File: config.mk
export PLATFORM = sky130hd
export DESIGN_NAME = instr_ram_arbiter
export DESIGN_NICKNAME = d
export VERILOG_FILES = /design/src/rtl/instr_ram_arbiter.sv
export SDC_FILE = /design/constraint.sdc
export NUM_CORES = 1
export LEC_CHECK = 0
export CAP_MARGIN = 10
export CORE_AREA = 4 4 85 87
export DETAILED_ROUTE_END_ITERATION = 8
export DIE_AREA = 0 0 89 91
export PLACE_DENSITY = 0.76
export SKIP_CTS_REPAIR_TIMING = 1
export SLEW_MARGIN = 20
export SYNTH_ARGS = -nofsm -noshare
export SYNTH_HDL_FRONTEND = slang
export SYNTH_SLANG_ARGS = --single-unit
File: constraint.sdc
create_clock -name clk -period 3.4 [get_ports clk]
set_input_delay 1.02 -clock clk [delete_from_list [all_inputs] [get_ports clk]]
set_output_delay 1.02 -clock clk [all_outputs]
set_load 0.01 [all_outputs]
File: src/rtl/instr_ram_arbiter.sv
// Purpose: shares the single-port instruction RAM between core fetch and the external port.
// Latency: grant is combinational in the request cycle; rvalid/rdata follow exactly 1 cycle later.
// Backpressure: core has priority; ext_req_i waits at most STARVE_MAX consecutive core grants.
module instr_ram_arbiter #(
    parameter int ADDR_WIDTH = 16,
    parameter int DATA_WIDTH = 32,
    parameter int STARVE_MAX = 4
) (
    input  logic                    clk,
    input  logic                    rst_n,
    input  logic                    core_req_i,
    input  logic [ADDR_WIDTH-1:0]   core_addr_i,
    output logic                    core_gnt_o,
    output logic                    core_rvalid_o,
    output logic [DATA_WIDTH-1:0]   core_rdata_o,
    input  logic                    ext_req_i,
    input  logic                    ext_we_i,
    input  logic [ADDR_WIDTH-1:0]   ext_addr_i,
    input  logic [DATA_WIDTH-1:0]   ext_wdata_i,
    input  logic [DATA_WIDTH/8-1:0] ext_be_i,
    output logic                    ext_gnt_o,
    output logic                    ext_rvalid_o,
    output logic [DATA_WIDTH-1:0]   ext_rdata_o,
    output logic                    ram_en_o,
    output logic [ADDR_WIDTH-1:0]   ram_addr_o,
    output logic [DATA_WIDTH-1:0]   ram_wdata_o,
    output logic                    ram_we_o,
    output logic [DATA_WIDTH/8-1:0] ram_be_o,
    input  logic [DATA_WIDTH-1:0]   ram_rdata_i
);

    localparam int BE_WIDTH  = DATA_WIDTH / 8;
    localparam int CNT_WIDTH = $clog2(STARVE_MAX + 1);
    localparam logic OWNER_CORE = 1'b0;
    localparam logic OWNER_EXT  = 1'b1;
    localparam logic [CNT_WIDTH-1:0] CNT_MAX = CNT_WIDTH'(STARVE_MAX);

    typedef struct packed {
        logic                  we;
        logic [ADDR_WIDTH-1:0] addr;
        logic [DATA_WIDTH-1:0] wdata;
        logic [BE_WIDTH-1:0]   be;
    } ram_req_t;

    logic [CNT_WIDTH-1:0] starve_cnt_q, starve_cnt_d;
    logic                 valid_q, valid_d;
    logic                 owner_q, owner_d;
    logic                 core_gnt, ext_gnt;
    ram_req_t             ram_req;

    // Ext only overrides a requesting core once the core has had STARVE_MAX turns.
    always_comb begin
        ext_gnt  = ext_req_i & (~core_req_i | (starve_cnt_q == CNT_MAX));
        core_gnt = core_req_i & ~ext_gnt;
    end

    always_comb begin
        ram_req.we    = 1'b0;
        ram_req.addr  = core_addr_i;
        ram_req.wdata = '0;
        ram_req.be    = '1;
        if (ext_gnt) begin
            ram_req.we    = ext_we_i;
            ram_req.addr  = ext_addr_i;
            ram_req.wdata = ext_wdata_i;
            ram_req.be    = ext_be_i;
        end
    end

    always_comb begin
        starve_cnt_d = starve_cnt_q;
        if (ext_gnt || !ext_req_i) begin
            starve_cnt_d = '0;
        end else if (core_gnt && (starve_cnt_q != CNT_MAX)) begin
            starve_cnt_d = starve_cnt_q + CNT_WIDTH'(1);
        end
    end

    always_comb begin
        valid_d = core_gnt | ext_gnt;
        owner_d = ext_gnt ? OWNER_EXT : OWNER_CORE;
    end

    always_ff @(posedge clk or negedge rst_n) begin
        if (!rst_n) begin
            starve_cnt_q <= '0;
            valid_q      <= 1'b0;
            owner_q      <= OWNER_CORE;
        end else begin
            starve_cnt_q <= starve_cnt_d;
            valid_q      <= valid_d;
            owner_q      <= owner_d;
        end
    end

    assign core_gnt_o    = core_gnt;
    assign ext_gnt_o     = ext_gnt;
    assign ram_en_o      = core_gnt | ext_gnt;
    assign ram_we_o      = ram_req.we;
    assign ram_addr_o    = ram_req.addr;
    assign ram_wdata_o   = ram_req.wdata;
    assign ram_be_o      = ram_req.be;

    // Write acks ride the same rvalid path; rdata is meaningless for them.
    assign core_rvalid_o = valid_q & (owner_q == OWNER_CORE);
    assign ext_rvalid_o  = valid_q & (owner_q == OWNER_EXT);
    assign core_rdata_o  = ram_rdata_i;
    assign ext_rdata_o   = ram_rdata_i;

endmodule
==> reports/results.md <==
| Result | This run | Unit |
| --- | --- | --- |
| Result of the run | finished, final reports clean | - |
| Synth cell types | 19 | - |
| Per-cell via count in the routed design | 3.74 | - |
| Clock Tree Root | sky130_fd_sc_hd__clkbuf_8 | - |
| Routed wire length per instance | 13.1 | um |
| Syn nets | 253 | - |
| First-pass iteration count of the detailed router | 2 | - |
| Startpoint of the lowest-slack hold path | starve_cnt_q[0] | - |
| Final min period | 3.34 | ns |
| Clock insertion delay at the later pin of the skew report | 0.22 | ns |
| Antenna fix cells | 0 | - |
| Synthesis-stage register bit count | 5 | - |
| Delay of the slowest cell on the worst path | 0.53 | ns |
| GRT Util Overall | 8.54 | % |
| Number of stages on the worst setup path | 6 | - |
| PD cells | 169 | nW/um2 |
| CP max stage cell | sky130_fd_sc_hd__clkdlybuf4s50_1 | - |
| Category of the worst setup path launch point | primary input | - |
| Top Family by Delay on Critical Path | buffers and inverters | - |
| Most common cell after layout, fill and taps aside | sky130_fd_sc_hd__clkdlybuf4s50_1 | - |
| RSZ-0062 raised after global routing | no | - |
| Clock-pin transition on the worst setup and hold timing paths | 0.03 | ns |
| Data arrival, critical path | 2.32 | ns |
| GRT Residual Overflow | 0 | - |
| Final hold violation count | 0 | - |
| Sum of net half-perimeters after detailed placement | 3.24 | mm |
| Utilization of the core after routing | 37.6 | % |
| I/O pin count | 227 | - |
| Largest net degree at the start of global routing | 24 | - |
| Crit path capture | ram_wdata_o[23] | - |
| Path depth of the worst reg2reg path | 5 | - |
| Number of I/O port buffers | 130 | - |
| Slew Limit Fails | 0 | - |
| Nets | 335 | - |
| Number of sinks on the clock net | 5 | - |
| Buffers and inverters on the worst path | 4 | - |
| Number of DRC markers after the initial detailed-route iteration | 4 | - |
| Start point of the critical path | core_req_i | - |
| Remaining DRCs | 0 | - |
| Crit path setup slack, layout | 0.0551 | ns |
| CTS HTree Levels | 1 | - |
| Worst-Margin Slew | 0.251 | ns |
| Remaining antenna violation count | 0 | - |
| Count of max-cap constraint violations | 0 | - |
| Setup-failing EPs final | 0 | - |
| Clock tree skew after final layout | 0.000135 | ns |
| Synth-to-layout area growth | 103 | % |
| Total Routed Length | 4.00 | mm |
| Core ar. | 6350 | um2 |
| Crit Path Max Fanout | 14 | - |
| Placement-stage worst setup slack | -0.479 | ns |
| Worst IR Drop VDD | 0.113 | mV |
| Leakage dissipation | 1.48 | nW |
| RR Endpoint | owner_q | - |
| Warning count from the yosys run | 0 | - |
| Inserted Clock Buffers | 3 | - |
| Worst slew margin relative to its limit | 83.2 | % |
| Count of vias placed by the detailed router | 1136 | - |
| Synthesized instance count | 146 | - |
| Height of the chip | 91 | um |
| Number of cells after detailed placement | 290 | - |
| Fin cells | 304 | - |
| Data required time of the worst path | 2.38 | ns |
| HP Class | flip-flop to flip-flop | - |
| Total number of placement rows | 29 | - |
| Final GP Congestion | 0.666 | - |
| Ordered list of cells on the worst path | dlymetal6s2s_1 -> a21boi_4 -> buf_12 -> buf_4 -> and2_1 -> clkdlybuf4s50_1 | - |
| Die Wd | 89 | um |
| CTS tree | built | - |
| Layout cell share with drive strength beyond 1 | 11.9 | % |
| Number of global-route vias before repair | 1227 | - |
| Endpoint type of the worst setup path | primary output | - |
| Die Outline Area | 8100 | um2 |
| Antenna violations before repair | 0 | - |
| Sequential cell area fraction in the yosys report | 10.6 | % |
| Cell area after synthesis | 1180 | um2 |
| Starting density of the core | 18.5 | % |
| First-pass GRT wire length | 5.56 | mm |
| Max Clk Rate | 299 | MHz |
| Final instance area | 2390 | um2 |
| Critical path class | primary input to primary output | - |
| Reg-to-reg startpoint | starve_cnt_q[0] | - |
| FF-to-FF setup slack | 2.20 | ns |
| Final period utilization | 98.4 | % |
| Total cell area at the placement stage | 2140 | um2 |
| Leading cell types in the layout, fill and taps excluded | sky130_fd_sc_hd__clkdlybuf4s50_1, sky130_fd_sc_hd__dlymetal6s2s_1, sky130_fd_sc_hd__and2_1 | - |
| Syn Area/Cell | 8.06 | um2 |
| Clock tree buffer depth | 2 | - |
per-stage QoR:
stage	hold WS [ns]	setup TNS [ns]	power [mW]
finish	0.459	0	0.404
global route	0.491	0	0.430
CTS	0.470	-21.41	0.408
detailed placement	0.465	-20.68	0.294
global placement	0.451	-19.06	0.291
floorplan	0.430	0	0.205
layer usage:
layer | vias up | wire, um | track usage (%)
li1 | 550 | - | -
met1 | 477 | 1190 | 7.24
met2 | 87 | 2130 | 16.0
met3 | 22 | 574 | 4.52
met4 | 0 | 104 | 3.72
met5 | - | 0 | 0
cells in the mapped netlist (all sizes together):
master,instances,area share [%]
a21boi,1,1.6
a31oi,1,0.53
and2,34,18
buf,67,43
clkbuf,2,0.85
dfrtp,5,11
ha,2,2.1
inv,4,1.3
mux2,16,15
mux2i,1,0.85
nand2,2,0.64
nand2b,4,2.1
nand3,1,0.43
nor2,4,1.3
nor2b,1,0.53
or2,1,0.53
kinds of logic after synthesis:
kind of cell | share of synthesized area [%]
simple gates | 23.6
buf+inv | 45.3
fa+ha+maj | 2.13
flops | 10.6
compound gates | 2.13
mux | 16.2
layout make-up:
type,count,area [um2]
sequential,5,125
tap,77,96.3
inverter,4,15.0
fill,629,3960
multi-input combinational,68,518
clock buffer,4,45.0
timing repair buffer,146,1590
state kept, by name, indices dropped and copies added, names as in the netlist:
signal and cells:
valid_q 1, owner_q 1, starve_cnt_q 3
where the power goes:
part	total (mW)	internal [mW]	switching, mW
clock network	0.110	0.0805	0.0292
logic	0.231	0.163	0.0680
registers	0.0634	0.0622	0.00119
worst min path at each step:
stage	to	slack, ns	depth (start not counted)
floorplan	starve_cnt_q[0]	0.43	1
global route	starve_cnt_q[0]	0.49	1
CTS	starve_cnt_q[0]	0.47	1
finish	starve_cnt_q[0]	0.46	1
detailed placement	starve_cnt_q[0]	0.47	1
global placement	starve_cnt_q[0]	0.45	1
Power figures use the tool's default switching activity.
